==> src/rtl/add_tree_pipe.sv <==
// Pipelined multi-operand adder tree with valid/ready flow control, one tree level per stage.
// Optional accumulate-until-last mode is enabled by defining ADD_TREE_PIPE_ACCUM_EN.
module add_tree_pipe #(
  parameter int WIDTH = 8,
  parameter int NUM_IN = 4,
`ifdef ADD_TREE_PIPE_ACCUM_EN
  parameter int ACC_EXTRA = 8,
`endif
  localparam int LEVELS = $clog2(NUM_IN),
  localparam int OUT_W = WIDTH + LEVELS,
`ifdef ADD_TREE_PIPE_ACCUM_EN
  localparam int SUM_W = OUT_W + ACC_EXTRA
`else
  localparam int SUM_W = OUT_W
`endif
) (
  input  logic                    clk,
  input  logic                    rst,
  input  logic                    cin,
  input  logic                    in_valid,
  output logic                    in_ready,
  input  logic [NUM_IN*WIDTH-1:0] in_data,
`ifdef ADD_TREE_PIPE_ACCUM_EN
  input  logic                    in_last,
`endif
  output logic                    out_valid,
  input  logic                    out_ready,
  output logic [SUM_W-1:0]        sum
);

  logic [LEVELS-1:0] stage_valid;
  logic [LEVELS:0]   ready;
  logic              down_ready;

  // Ready ripples back from the output; a stage is ready when empty or draining.
  always_comb begin
    ready = '0;
    ready[LEVELS] = down_ready;
    for (int k = LEVELS - 1; k >= 0; k--) begin
      ready[k] = !stage_valid[k] || ready[k+1];
    end
  end

  assign in_ready = ready[0];

  genvar gi;
  for (gi = 0; gi < LEVELS; gi++) begin : g_stage
    localparam int LANES = NUM_IN >> (gi + 1);
    localparam int LW = WIDTH + gi + 1;

    logic [LANES*LW-1:0] data_reg;
    logic [LANES*LW-1:0] data_next;
    logic                valid_reg;
    logic                src_valid;
`ifdef ADD_TREE_PIPE_ACCUM_EN
    logic                last_reg;
    logic                src_last;
`endif

    if (gi == 0) begin : g_first
      assign src_valid = in_valid;
`ifdef ADD_TREE_PIPE_ACCUM_EN
      assign src_last = in_last;
`endif
      for (genvar gj = 0; gj < LANES; gj++) begin : g_lane
        localparam logic CIN_LANE = (gj == 0);
        assign data_next[gj*LW +: LW] = LW'(in_data[2*gj*WIDTH +: WIDTH])
                                      + LW'(in_data[(2*gj+1)*WIDTH +: WIDTH])
                                      + LW'(cin & CIN_LANE);
      end
    end else begin : g_inner
      localparam int PW = LW - 1;
      assign src_valid = stage_valid[gi-1];
`ifdef ADD_TREE_PIPE_ACCUM_EN
      assign src_last = g_stage[gi-1].last_reg;
`endif
      for (genvar gj = 0; gj < LANES; gj++) begin : g_lane
        assign data_next[gj*LW +: LW] = LW'(g_stage[gi-1].data_reg[2*gj*PW +: PW])
                                      + LW'(g_stage[gi-1].data_reg[(2*gj+1)*PW +: PW]);
      end
    end

    // Data only moves with a real beat so idle cycles leave the registers untouched.
    always_ff @(posedge clk or negedge rst) begin
      if (!rst) begin
        valid_reg <= 1'b0;
        data_reg  <= '0;
`ifdef ADD_TREE_PIPE_ACCUM_EN
        last_reg  <= 1'b0;
`endif
      end else if (ready[gi]) begin
        valid_reg <= src_valid;
        if (src_valid) begin
          data_reg <= data_next;
`ifdef ADD_TREE_PIPE_ACCUM_EN
          last_reg <= src_last;
`endif
        end
      end
    end

    assign stage_valid[gi] = valid_reg;
  end

`ifdef ADD_TREE_PIPE_ACCUM_EN
  logic [SUM_W-1:0] acc_reg;
  logic             acc_valid_reg;
  logic [SUM_W-1:0] acc_base;

  // The last tree stage stalls while a finished total waits for the consumer.
  assign down_ready = !acc_valid_reg || out_ready;
  assign acc_base   = acc_valid_reg ? '0 : acc_reg;

  always_ff @(posedge clk or negedge rst) begin
    if (!rst) begin
      acc_reg       <= '0;
      acc_valid_reg <= 1'b0;
    end else if (stage_valid[LEVELS-1] && down_ready) begin
      acc_reg       <= acc_base + SUM_W'(g_stage[LEVELS-1].data_reg);
      acc_valid_reg <= g_stage[LEVELS-1].last_reg;
    end else if (acc_valid_reg && out_ready) begin
      acc_reg       <= '0;
      acc_valid_reg <= 1'b0;
    end
  end

  assign out_valid = acc_valid_reg;
  assign sum       = acc_reg;
`else
  assign down_ready = out_ready;
  assign out_valid  = stage_valid[LEVELS-1];
  assign sum        = g_stage[LEVELS-1].data_reg;
`endif

endmodule
==> config.mk <==
export PLATFORM = sky130hd
export DESIGN_NAME = add_tree_pipe
export DESIGN_NICKNAME = d
export VERILOG_FILES = /design/src/rtl/add_tree_pipe.sv
export SDC_FILE = /design/constraint.sdc
export NUM_CORES = 1
export LEC_CHECK = 0
export ABC_AREA = 1
export CAP_MARGIN = 20
export CELL_PAD_IN_SITES_DETAIL_PLACEMENT = 0
export CELL_PAD_IN_SITES_GLOBAL_PLACEMENT = 1
export CORE_UTILIZATION = 40
export CTS_BUF_LIST = sky130_fd_sc_hd__clkbuf_8
export CTS_CLUSTER_SIZE = 16
export DETAILED_ROUTE_END_ITERATION = 12
export PLACE_DENSITY = 0.95
export SLEW_MARGIN = 25
export SYNTH_ARGS = -nofsm -noshare
export SYNTH_HDL_FRONTEND = slang
export SYNTH_SLANG_ARGS = --single-unit
==> constraint.sdc <==
create_clock -name clk -period 2.7 [get_ports clk]
set_input_delay 0.27 -clock clk [delete_from_list [all_inputs] [get_ports clk]]
set_output_delay 0.27 -clock clk [all_outputs]
set_load 0.1 [all_outputs]
# --- After elaboration in Yosys (flattened, before gate mapping) ---
# Index checks and enable logic that the tools add are counted.
word_totals:
  out_inout_bits: 12
  ff_bits: 30
  wordCells: 14
  inputBits: 37
classes:
  reduce_logical: 6
  addsub: 4
ops:
  columns: ["cell", "count"]
  rows:
  - ["adder 8 x 8 -> 9 bit", 2]
  - ["adder 9 x 9 -> 10 bit", 1]
  - ["adder 9 x 1 -> 9 bit", 1]
  - ["AND reduction 2 bit", 2]
  - ["zero test 1 bit", 2]
  - ["logical OR 1 bit", 2]

# --- Longest topological paths before layout ---
# Gate-level depths: netlist (run 1).
logic_depth:
  depth_word: 4
  mapped_depth: 9
  mapped_depth_nobuf: 9

# --- Worst setup path after synthesis (run 1) ---
# No wires, ideal clock.
synth_timing:
  kind: "flip-flop to flip-flop"
  start: "register g_stage[1].valid_reg, in the netlist out_valid"
  end: "register g_stage[0].data_reg[8]"
  arrival_ns: 2.271
  path_slack_ns: 0.308
  setup_ns: 0.120
  required_ns: 2.580
  path_buffers: 1
  stages_incl_launch_ff: 7
  period_less_slack_ns: 2.392
  path_cell_list: "dfrtp_1 > nand3_2 > nand2_2 > inv_2 > buf_6 > o21ai_1 > nand2_1"
synth_between:
  elab_chain_len: 4
synth_lines:
  columns: ["element", "line", "text"]
  rows:
  - ["from (decl)", "53", "logic valid_reg;"]
  - ["from (signal assigned)", "92", "valid_reg <= src_valid;"]
  - ["zero test 1 bit", "40", "ready[k] = !stage_valid[k] || ready[k+1];"]
  - ["logical OR 1 bit (2 in series)", "40", null]
  - ["named net in_ready", "21", "output logic in_ready,"]
  - ["AND reduction 2 bit (no source line)", null, null]
  - ["to (signal assigned)", "94", "data_reg <= data_next;"]
  - ["to (decl)", "51", "logic [LANES*LW-1:0] data_reg;"]
# The timed path passes the listed nets, and every way through them passes these cells.
# A chain may end at the register's enable or synchronous reset.

# --- Worst setup path after layout (run 1) ---
layout_timing:
  start: "input cin"
  end: "register g_stage[0].data_reg[6]"
layout_between:
  elab_chain_len: 1
layout_lines:
  columns: ["element", "line", "text"]
  rows:
  - ["from (decl)", "19", "input logic cin,"]
  - ["adder 9 x 1 -> 9 bit", "69", "+ LW'(cin & CIN_LANE);"]
# No other way between the ends.

==> impl_summary.md, run 1 <==
Status
The run finished with clean final reports.

Logic synthesis
The commonest cells after synthesis are sky130_fd_sc_hd__nand2_1, sky130_fd_sc_hd__inv_1, sky130_fd_sc_hd__nand3_1, sky130_fd_sc_hd__dfrtp_1, sky130_fd_sc_hd__ha_1. In the synthesized netlist, the number of instances is between 300 and 400. After synthesis, the largest family of logic cells by area is simple AND/OR/NAND/NOR gates. The post-synthesis sequential element count is 30. By area the synthesized netlist is led by sky130_fd_sc_hd__dfrtp_1, sky130_fd_sc_hd__nand2_1, sky130_fd_sc_hd__ha_1, sky130_fd_sc_hd__nand3_1, sky130_fd_sc_hd__inv_1. In this run, synthesis inferred 0 flip-flops with an integrated enable. The number of nets produced by synthesis is between 300 and 400. Synthesis instantiated 20 different standard cells from the library. The post-synthesis instance area is between 2000 and 2500 um2.

Of the total synthesized cell area, the portion taken by XOR and XNOR cells is 0.0118. The mean post-synth cell area is about 7.2 um2. The main flop type after synthesis is sky130_fd_sc_hd__dfrtp_1. Measured against the total synthesized area, the mux share comes to 0. The share of synthesized flip-flops with an asynchronous set or reset is 1.00. Of the total synthesized cell area, the portion taken by full adders, half adders and majority gates is 0.170. The share of synthesized area in the top cell type comes to 0.336. The most instantiated library cell after synthesis is sky130_fd_sc_hd__nand2_1.

The share of the Yosys chip area taken by registers is 0.336. sky130_fd_sc_hd__dfrtp_1 takes more of the synthesized area than any other cell. During synthesis, Yosys emitted a total of 0 warnings. The synthesized-area fraction occupied by ao, oa, aoi and oai cells is 0.0638. Of the total synthesized cell area, the portion taken by AND, OR, NAND and NOR gates is 0.349.

Clock network
TritonCTS built the clock tree. The cell chosen for the clock root is sky130_fd_sc_hd__clkbuf_8. The number of levels in the clock H-tree is 2. In this run, post-CTS repair resized a total of 0 instances. For this design, the CTS-stage hold fixing added 0 buffers. The clock net in this run drives a total of 30 sinks. The worst-case clock buffer depth is 2. The later pin in the worst-skew pair is clocked with a latency of 280 ps. Once the clock tree was built, the setup fixing pass inserted 0 buffers.

The number of clock buffers added by TritonCTS is 5. The clock transition at the registers of the reported paths is roughly 60 ps.

Setup path
The cell that appears most often on the critical path is sky130_fd_sc_hd__nand2_1. Data arrives at the worst endpoint at roughly 2100 ps. The cell with the biggest individual delay on the critical path is sky130_fd_sc_hd__fa_1. The top fanout value on the critical path is 3. In this design, the stage delay of the slowest critical-path cell is 470 ps. The critical path is of the in -> reg type. The kind of end point of the critical path is a flop. For the worst setup path, the data required time is about 2900 ps.

The critical path goes through clkdlybuf4s50_1, fa_1, fa_1, nand2_1, nand2_1, nand3b_1, nand3_1, nand3_1, nand2_1. The startpoint class of the critical path is a primary input.

Route
In this run, the number of DRC markers left after iteration 0 of detailed routing was 58. The pre-antenna-repair detailed-routing pass consisted of 4 iterations. The routed wire length is between 4000 and 5000 um.

After detailed routing, the number of remaining DRC violations is 0. The via-per-instance ratio is 4.69. The count of antenna-violating nets left after detailed routing is 0. The average wire per standard cell is 10.4 um. The final route contains 2043 vias.

Global routing
The global-route track usage on met2 is 0.290. The via count of the first global-routing pass came to between 1500 and 2000. The initial antenna violation count came to 0.

The wire length of the first global-routing pass is between 8000 and 9000 um. The total congestion overflow after global routing is 0. The pin count of the biggest net entering global routing is 31. The most congested layer reported by global routing is met2. For this run, global-route usage on met1 was measured as 0.208. The met3 track demand over resource is 0.0321. The aggregate global-route resource usage is 0.170.

Placement
The HPWL after detailed placement is around 3600 um. At the end of routability-driven placement, the weighted congestion stood at ~0.79. Port buffering added 48 buffers.

Timing
The final hold slack is around 380 ps. The final setup skew is approximately 2.9 ps. The final critical-path required period is about 1900 ps. Timing would allow up to 0.518 GHz.

Dividing the final minimum period by the clock period gives 0.715. The final hold violation count came to 0. Setup violations remaining at the end of the flow were counted as 0. The max-slew violation count is 0. The total negative setup slack is 0 ps. For the pin with the worst max-slew slack, the measured transition is ~370 ps. The worst pin sits at a relative slew slack of 0.753. Setup repair after global routing left no endpoint under its margin.

Layout
The repair_antennas step left the layout with diodes totalling 0. The register with the most flip-flops in the layout has 18 of them. Fill cells in the final layout number between 500 and 600. The layout net count is 430. In the final layout, the share of cells above drive strength 1 is 0.0792. The area added between synthesis and finish is 28.0%.

Die
The die span in x is 76.7 um. The y dimension of the die is about 77 um. For this design the top-level I/O count stands at between 40 and 50. The die covers 5890 um2. The placeable core area is between 5000 and 6000 um2. The effective utilization at floorplan is 0.427. In this run the core area contains 26 standard-cell rows.

Pwr
The leakage power summed over all cells is about 1.5 nW. In this run the power density over the cells is approximately 850 nW/um2. The worst supply voltage drop on vdd is around 0.00055 V.

Min path
The worst hold path belongs to the class in -> async.

Flow run
The max-capacitance violation count is 0.
## worst paths after layout
path                                                    start                             endpoint  slack (ps)  depth (start not counted)
setup / recovery                                          cin   g_stage[0].data_reg[6]$_DFFE_PN0P_         770                          9
hold / removal                                            rst                   sum[1]$_DFFE_PN0P_         380                          2
setup reg to reg           g_stage[0].data_reg[0]$_DFFE_PN0P_                   sum[8]$_DFFE_PN0P_        1030                          8
hold reg to reg                            sum[8]$_DFFE_PN0P_                   sum[8]$_DFFE_PN0P_         480                          2
max in group asynchronous                                 rst  g_stage[0].data_reg[17]$_DFFE_PN0P_        2050                          2
min in group clk                           sum[8]$_DFFE_PN0P_                   sum[8]$_DFFE_PN0P_         480                          2
## per-stage QoR
stage	util	total power [mW]	setup WS, ps	cells	cell area, um2
final	0.546	2.43	769	436	2860
after global routing	0.546	2.60	613	436	2860
after CTS	0.546	2.46	761	436	2860
after detailed placement	0.529	2.08	453	428	2770
after global placement	0.529	2.06	512	428	2770
after floorplan	-	1.76	308	311	2230
## critical path: cells and delay by family
kind,cells,cell delay [ps]
fa+ha+maj,2,880
simple gates,6,510
buf+inv,1,440
## kinds of logic (layout without fill, tap and decap cells)
logic type               count (synthesis)  in the layout
AO/OA/AOI/OAI                           28             28
XOR/XNOR                                 3              3
adder cells (fa/ha/maj)                 28             28
buffers and inverters                   38             93
flip-flops                              30             30
AND/OR/NAND/NOR                        184            184
## layout make-up
type | count | area, um2 | area share
clock buffers | 6 | 82.6 | 0.0289
clock inverters | 2 | 8.76 | 0.00306
multi-input cells | 243 | 1330 | 0.465
repair buffers | 51 | 473 | 0.165
inverters | 34 | 128 | 0.0446
flip-flops and latches | 30 | 751 | 0.262
well taps | 70 | 87.6 | 0.0306
## placed cells by master, fill, tap and decap left out, types with 3 or more instances in the layout
master                            Yosys  layout
sky130_fd_sc_hd__a21oi_1             16      16
sky130_fd_sc_hd__buf_4                0      15
sky130_fd_sc_hd__clkbuf_8             0       6
sky130_fd_sc_hd__clkdlybuf4s50_1      0      36
sky130_fd_sc_hd__dfrtp_1             30      30
sky130_fd_sc_hd__fa_1                 4       4
sky130_fd_sc_hd__ha_1                24      24
sky130_fd_sc_hd__inv_1               32      33
sky130_fd_sc_hd__nand2_1            125     125
sky130_fd_sc_hd__nand3_1             31      31
sky130_fd_sc_hd__nand3b_1             6       6
sky130_fd_sc_hd__nor2_1              16      16
sky130_fd_sc_hd__o21ai_0              8       8
sky130_fd_sc_hd__o21ai_1              3       3
sky130_fd_sc_hd__or2_4                4       4
sky130_fd_sc_hd__xnor2_1              3       3
## metal layers
layer	vias up	routed length (um)	part of all wire
li1	1099	-	-
met1	894	2130	0.47
met2	42	2120	0.47
met3	8	187	0.041
met4	0	86	0.019
met5	-	0	0
## report_power, final
group / leakage, nW / switching (mW) / total [mW] / internal (mW)
Sequential: 0.362 / 0.0794 / 0.663 / 0.584
Clock: 0.0524 / 0.164 / 0.365 / 0.201
Combinational: 1.11 / 0.997 / 1.41 / 0.408
No activity file was read; power rests on OpenSTA's default activity.
==> run 2, diff against run 1 <==
--- a/config.mk
+++ b/config.mk
@@ -9,11 +9,11 @@
 export CAP_MARGIN = 20
 export CELL_PAD_IN_SITES_DETAIL_PLACEMENT = 0
 export CELL_PAD_IN_SITES_GLOBAL_PLACEMENT = 1
-export CORE_UTILIZATION = 40
+export CORE_UTILIZATION = 34
 export CTS_BUF_LIST = sky130_fd_sc_hd__clkbuf_8
 export CTS_CLUSTER_SIZE = 16
 export DETAILED_ROUTE_END_ITERATION = 12
-export PLACE_DENSITY = 0.95
+export PLACE_DENSITY = 0.9
 export SLEW_MARGIN = 25
 export SYNTH_ARGS = -nofsm -noshare
 export SYNTH_HDL_FRONTEND = slang
==> constraint.sdc (replaced) <==
create_clock -name clk -period 1.71 [get_ports clk]
set_input_delay 0.171 -clock clk [delete_from_list [all_inputs] [get_ports clk]]
set_output_delay 0.171 -clock clk [all_outputs]
set_load 0.1 [all_outputs]
==> run 2 against run 1 <==
  * Critical endpoint is now g_stage[0].data_reg[15]$_DFFE_PN0P_
  * Critical path type unchanged
  * Non-clock buffer count increased by 3
  * Total power up 63%
  * Sequential cell count unchanged
  * Combinational power is 65% higher
  * Clock-buffer cell count did not move
  * Register-to-register slack lost 910 ps
==> impl_summary.md, run 2 (synthesis gave the netlist of run 1 again) <==
Pwr
The switching power as a share of total power is 0.501. The power density over the cells is about 1300 nW/um2. The leakage power summed over all cells is approximately 1.6 nW. The clock network power share is 0.145. The internal portion of the total power is 1.98 mW. The power share of the sequential group is 0.271. Of the total power, combinational logic draws 0.585. IR analysis of the VDD net gives a maximum drop of approximately 0.0014 V. For this design the total switching power over the nets is 1.99 mW.

Setup path
Of all nets on the critical path, the largest fanout is 3. The required time reported for the critical path endpoint is between 1500 and 2000 ps. The setup slack of the most critical reg-to-reg path is between 100 and 150 ps. The critical path is of the in -> reg type. The arrival time of data at the critical path endpoint is 1810 ps.

The cell with the biggest individual delay on the critical path is sky130_fd_sc_hd__fa_1. The kind of end point of the critical path is a flop. The buffer and inverter count on the worst path is 1. The maximum single-stage delay on the critical path is 420 ps. Traced cell by cell, the critical path runs through clkdlybuf4s50_1, ha_1, fa_1, nand2_1, nand2_1, nand3b_1, nand2_1, nand2_1, nand3_1, nand2_1. The most repeated library cell on the critical path is sky130_fd_sc_hd__nand2_1. Grouping stages by cell kind, the critical path spends the most delay in adder cells. The startpoint class of the critical path is a primary input.

Die
The effective utilization at floorplan is 0.352. The die covers 6900 um2. The die span in x is roughly 83 um. The number of standard-cell rows in the floorplan is 29. The placeable core area is 6350 um2. The y dimension of the die is about 83 um.

Pin placement for this block handled 49 I/O pins.

Timing
The max-slew violation count is 0. The worst pin sits at a relative slew slack of 0.752. Setup violations remaining at the end of the flow were counted as 0. Across the routed clock network, the largest skew measured is 5.84 ps. The final critical-path required period is between 1500 and 2000 ps. Setup repair after global routing left no endpoint under its margin.

The final hold violation count is 0. Once routing completed, OpenROAD measured the worst setup slack at ~120 ps. The final hold slack is approximately 270 ps.

Of the available clock period, the critical path in the final layout requires 0.931. At the pin with the least slew margin, the transition time is 372 ps. Adding up every negative setup slack in the final design gives 0 ps. The highest attainable clock frequency is 0.628 GHz.

Clock network
The clock tree from TritonCTS is done. The number of hold buffers added after cts is 0. The number of sinks handled by clock tree synthesis is 30. The clock buffer count from CTS is 5. In this run the clock root is driven by a sky130_fd_sc_hd__clkbuf_8.

The clock latency at the later pin of the worst-skew pair is approximately 280 ps. The clock passes through at most 2 buffers. The number of levels in the clock H-tree is 2.

The clock transition at the registers of the reported paths is ~60 ps.

Route
The final layout contains routed wiring with a total length of ~4700 um. The detail route stage leaves a number of antenna-violating nets equal to 0. Dividing the detail-routed wire length by the instance count gives 10.6 um. In the routed design, unresolved DRC markers number 0.

The total number of vias is ~2100. The via-per-instance ratio is roughly 4.7. The first-pass iteration count of the detailed router is 4. The count of routing violations after the opening detailed-route iteration is 57.

Layout
Once layout is complete, the cells apart from fillers number approximately 450. The final core utilization is 0.469. Fill cells in the final layout number about 640.

In the final design database the tool counted between 400 and 500 nets. The library cells used most frequently in the layout, excluding fill and tap cells, are sky130_fd_sc_hd__nand2_1, sky130_fd_sc_hd__inv_1, sky130_fd_sc_hd__clkdlybuf4s50_1. The most common cell after layout, fill and taps aside is sky130_fd_sc_hd__nand2_1.

The number of flip-flops in the largest register is 18. The number of antenna diodes in the final layout is 0. From synthesis to final layout, the design area changed by 33.1%.

In the final layout, the share of cells above drive strength 1 is 0.103.

Global routing
Entering global routing, the biggest net connects 31 pins. The aggregate global-route resource usage is 0.155. The total congestion overflow after global routing is 0. The initial antenna violation count is 0. The via count of the first global-routing pass is ~2000. The first global-routing pass estimated just under 9000 um of wire.

Status
The run finished with clean final reports.

Placement
Including well taps, the total number of placed cells is ~440. The detailed placer's ending HPWL is roughly 3800 um. At the placement stage, the worst setup path has a slack of -402 ps. The routability congestion estimate from global placement is 0.784. The count of port buffers added during placement is 48.

Min path
The class of the tightest hold or removal check is in -> async.

Flow run
The max-capacitance violation count is 0.
==> run 2: metal layers <==
layer	vias to the layer above	global-route usage	wire length (um)	part of all wire
li1	1113	-	-	-
met1	916	0.193	2230	0.47
met2	41	0.265	2250	0.48
met3	7	0.0338	172	0.036
met4	0	0.0564	74	0.016
met5	-	0	0	0
==> run 2: path summary, 6_finish.rpt <==
kind                                               startpoint                             endpoint  cells after the start
min in group clk                                          cin   g_stage[0].data_reg[0]$_DFFE_PN0P_                      4
setup / recovery                                  in_data[16]  g_stage[0].data_reg[15]$_DFFE_PN0P_                     10
max in group asynchronous                                 rst                out_valid$_DFFE_PN0P_                      2
hold reg to reg                            sum[5]$_DFFE_PN0P_                   sum[5]$_DFFE_PN0P_                      2
hold / removal                                            rst   g_stage[0].data_reg[1]$_DFFE_PN0P_                      2
setup reg to reg           g_stage[0].data_reg[0]$_DFFE_PN0P_                   sum[6]$_DFFE_PN0P_                      8
==> run 2: layout make-up <==
cell class | count | area, um2 | share of cell area
timing repair buffer | 54 | 553 | 0.186
clock inverter | 2 | 8.76 | 0.00294
multi-input combinational | 243 | 1350 | 0.455
inverter | 34 | 128 | 0.0429
clock buffer | 6 | 82.6 | 0.0278
sequential | 30 | 754 | 0.254
tap | 77 | 96.3 | 0.0324
==> run 2: through the flow <==
stage / area (um2) / total power, mW
6_report: 2980 / 3.96
5_1_grt: 2980 / 4.26
4_1_cts: 2950 / 3.99
3_5_place_dp: 2850 / 3.40
3_3_place_gp: 2850 / 3.37
2_1_floorplan: 2250 / 2.78
==> run 2: power by group through the flow <==
stage          Sequential [mW]  Combinational, mW  Clock (mW)
6_report                  1.07               2.32       0.573
3_5_place_dp              1.09               2.31           0
5_1_grt                   1.10               2.53       0.623
2_1_floorplan             1.92              0.865           0
3_3_place_gp              1.08               2.29           0
4_1_cts                   1.08               2.32       0.597
==> run 2: timing repair <==
item                       CTS  global route
pin swaps                    0             4
buffers inserted             0             1
setup endpoints to repair    3             5
resized for setup            2             6
==> run 3, diff against run 2 <==
--- a/config.mk
+++ b/config.mk
@@ -13,6 +13,8 @@
 export CTS_BUF_LIST = sky130_fd_sc_hd__clkbuf_8
 export CTS_CLUSTER_SIZE = 16
 export DETAILED_ROUTE_END_ITERATION = 12
+export HOLD_SLACK_MARGIN = 0.12
+export MAX_ROUTING_LAYER = met4
 export PLACE_DENSITY = 0.9
 export SLEW_MARGIN = 25
 export SYNTH_ARGS = -nofsm -noshare
==> run 3 against run 2 <==
  * Combinational power barely moved
  * Maximum frequency barely moved
  * Non-clock buffer count did not move
  * Worst hold slack barely moved
  * Wire length barely moved
  * Clock-buffer cell count did not move
  * Core utilization did not move
  * Final area did not move
  * Sequential cell count did not move
  * First-iteration DRC count rose by 40%
  * Sequential power barely moved
  * Critical path type unchanged
  * Largest cell class unchanged
==> impl_summary.md, run 3 (synthesis gave the netlist of run 1 again) <==
Setup path
For this run, the slowest stage of the critical path takes between 400 and 500 ps. In this run the worst setup path begins at in_data[16]. The startpoint class of the critical path is a primary input. The most repeated library cell on the critical path is sky130_fd_sc_hd__nand2_1. The type of the worst setup path is in -> reg. The capturing point of the worst reg2reg path is sum[6]$_DFFE_PN0P_. The top fanout value on the critical path is 3.

The path length in cells of the critical path is 10. The kind of end point of the critical path is a flop. Counting cells, the worst reg-to-reg path comes to 8. The required time reported for the critical path endpoint is between 1500 and 2000 ps. The signal on the critical path passes through clkdlybuf4s50_1, ha_1, fa_1, nand2_1, nand2_1, nand3b_1, nand2_1, nand2_1, nand3_1, nand2_1. The buffer and inverter count on the worst path is 1.

Data on the critical path arrives at its endpoint at between 1500 and 2000 ps. The cell with the biggest individual delay on the critical path is sky130_fd_sc_hd__fa_1. The setup slack of the most critical reg-to-reg path is around 120 ps. The family of cells with the greatest summed delay on the critical path is adder cells. The startpoint identified for the worst register-to-register timing path is g_stage[0].data_reg[0]$_DFFE_PN0P_.

Global routing
Entering global routing, the biggest net connects 31 pins. The wire length of the first global-routing pass is approximately 8800 um. The via count of the first global-routing pass came to around 2000. For this run, the total global-route usage over all layers was measured as 0.159.

The total congestion overflow after global routing is 0. The initial antenna violation count is 0.

Min path
The class of the tightest hold or removal check is in -> async.

Clock network
The number of levels in the clock H-tree is 2. The clock latency at the later pin of the worst-skew pair is about 280 ps. The number of hold buffers added after cts is 0. TritonCTS built the clock tree. Counting every sink on the clock net gives 30.

The clock buffer count from CTS is 5. The clock transition at the registers of the reported paths is about 60 ps. The longest clock path from root to sink contains 2 buffers. The cell chosen for the clock root is sky130_fd_sc_hd__clkbuf_8.

Timing
The relative max-transition margin is 0.753. The final critical-path required period is around 1600 ps. The actual slew at the worst max-slew pin is between 300 and 400 ps. The highest attainable clock frequency is 0.629 GHz. Dividing the final minimum period by the clock period gives 0.930. Setup repair after global routing left no endpoint under its margin.

The max-slew violation count is 0. The final count of negative-setup-slack endpoints is 0. The final hold violation count is 0. For the final database, setup skew stands at around 6.7 ps.

Pwr
For this design the ratio of total power to cell area is approximately 1300 nW/um2. The switching power as a share of total power is 0.501. The total power draw is ~4.0 mW. VDD sags by at most 0.00138 V. The clock network power share is 0.145. The leakage power summed over all cells is approximately 1.6 nW. The combinational share of power is 0.585. The switching component of the power is 1.99 mW. Cell internal power was estimated by the tool at 1.97 mW. The power share of the sequential group is 0.271.

Route
Using the TritonRoute via totals, the vias-per-cell ratio works out to 4.68. The count of routing violations after the opening detailed-route iteration is 80. Dividing the detail-routed wire length by the instance count gives 10.6 um.

Before antenna repair, the detailed router went through 4 iterations. The number of DRC violations after detailed routing is 0. Wires add up to between 4000 and 5000 um. The total number of vias is 2086. In this run the remaining antenna-violating nets after routing total 0.

Die
The die covers between 6000 and 7000 um2. The placeable core area is 6350 um2. The number of standard-cell rows in the floorplan is 29.

In this run the count of I/O pins placed on the die edge is between 40 and 50. The die is a little over 80 um wide. For this configuration, the core starts out at a cell density of 0.352.

The y dimension of the die is 83.1 um.

Layout
Leaving out fill and tap cells, the most frequent cell in the layout is sky130_fd_sc_hd__nand2_1. From synthesis to final layout, the design area changed by 33.1%. The number of antenna diodes in the final layout is 0. The finished layout holds between 400 and 500 standard cells, fillers aside. The final standard cell area without fillers is ~3000 um2. In the final layout, the share of cells above drive strength 1 is 0.103. The number of flip-flops in the largest register is 18. The final layout contains roughly 430 nets.

The top cell types in the final layout, fill and taps aside, are sky130_fd_sc_hd__nand2_1, sky130_fd_sc_hd__inv_1, sky130_fd_sc_hd__clkdlybuf4s50_1.

Flow run
Max-cap violations in this run came to 0.

Placement
The routability congestion estimate from global placement is 0.795. The total instance count after detailed placement is approximately 440. The cell area reported after detailed placement is around 2900 um2. The detailed placer's ending HPWL is 3810 um.

In this run the tool buffered the top-level ports with between 40 and 50 buffer cells.

Status
The flow ran to the end, and the final reports show no timing, DRC or antenna violations.
==> run 3: worst max path at each step <==
stage | slack [ps] | end
2_1_floorplan | 110 | g_stage[0].data_reg[8]$_DFFE_PN0P_
3_3_place_gp | -360 | g_stage[0].data_reg[8]$_DFFE_PN0P_
3_5_place_dp | -400 | g_stage[0].data_reg[6]$_DFFE_PN0P_
4_1_cts | 10 | g_stage[0].data_reg[8]$_DFFE_PN0P_
5_1_grt | 1 | g_stage[0].data_reg[15]$_DFFE_PN0P_
6_report | 120 | g_stage[0].data_reg[15]$_DFFE_PN0P_
==> run 3: area by class of cell <==
cell class / count / area [um2]
timing repair buffer: 54 / 553
fill: 639 / 3370
sequential: 30 / 754
tap: 77 / 96.3
clock buffer: 6 / 82.6
multi-input combinational: 243 / 1350
inverter: 34 / 128
clock inverter: 2 / 8.76
==> run 3: worst register-to-register path: stages (launching register included) <==
cell                       delay (ps)
sky130_fd_sc_hd__dfrtp_1          380
sky130_fd_sc_hd__ha_1             230
sky130_fd_sc_hd__fa_2             350
sky130_fd_sc_hd__nand2_1           80
sky130_fd_sc_hd__nand2_2           80
sky130_fd_sc_hd__nand3b_1         110
sky130_fd_sc_hd__nand3_1           70
sky130_fd_sc_hd__nand3_1          100
sky130_fd_sc_hd__nand2_1           60
==> run 3: per-stage QoR <==
| stage | setup TNS [ps] | hold WS, ps | utilization | setup slack [ps] |
|---|---|---|---|---|
| after detailed placement | -1830 | 468 | 0.449 | -402 |
| after floorplan | 0 | -125 | - | 112 |
| after CTS | 0 | 272 | 0.465 | 12.5 |
| final | 0 | 272 | 0.469 | 119 |
| after global routing | 0 | 314 | 0.469 | 1.41 |
| after global placement | -1530 | 464 | 0.449 | -358 |
==> run 3: timing repair <==
| action | in CTS | in global routing |
|---|---|---|
| pin swaps | 0 | 4 |
| setup buffers | 0 | 1 |
| resized for setup | 2 | 6 |
| setup endpoints to repair | 3 | 5 |
==> run 3: metal layers <==
layer  routed length (um)  track usage  vias up
li1                     -            -     1115
met1                 2210        0.193      920
met2                 2250        0.265       42
met3                  175       0.0308        9
met4                   81       0.0564        0
met5                    0            -        -
==> run 3: power groups by stage <==
stage | clock, mW | sequential (mW) | combinational [mW]
3_5_place_dp | 0 | 1.09 | 2.31
5_1_grt | 0.620 | 1.10 | 2.53
6_report | 0.574 | 1.07 | 2.32
4_1_cts | 0.597 | 1.08 | 2.32
3_3_place_gp | 0 | 1.08 | 2.29
2_1_floorplan | 0 | 1.92 | 0.865
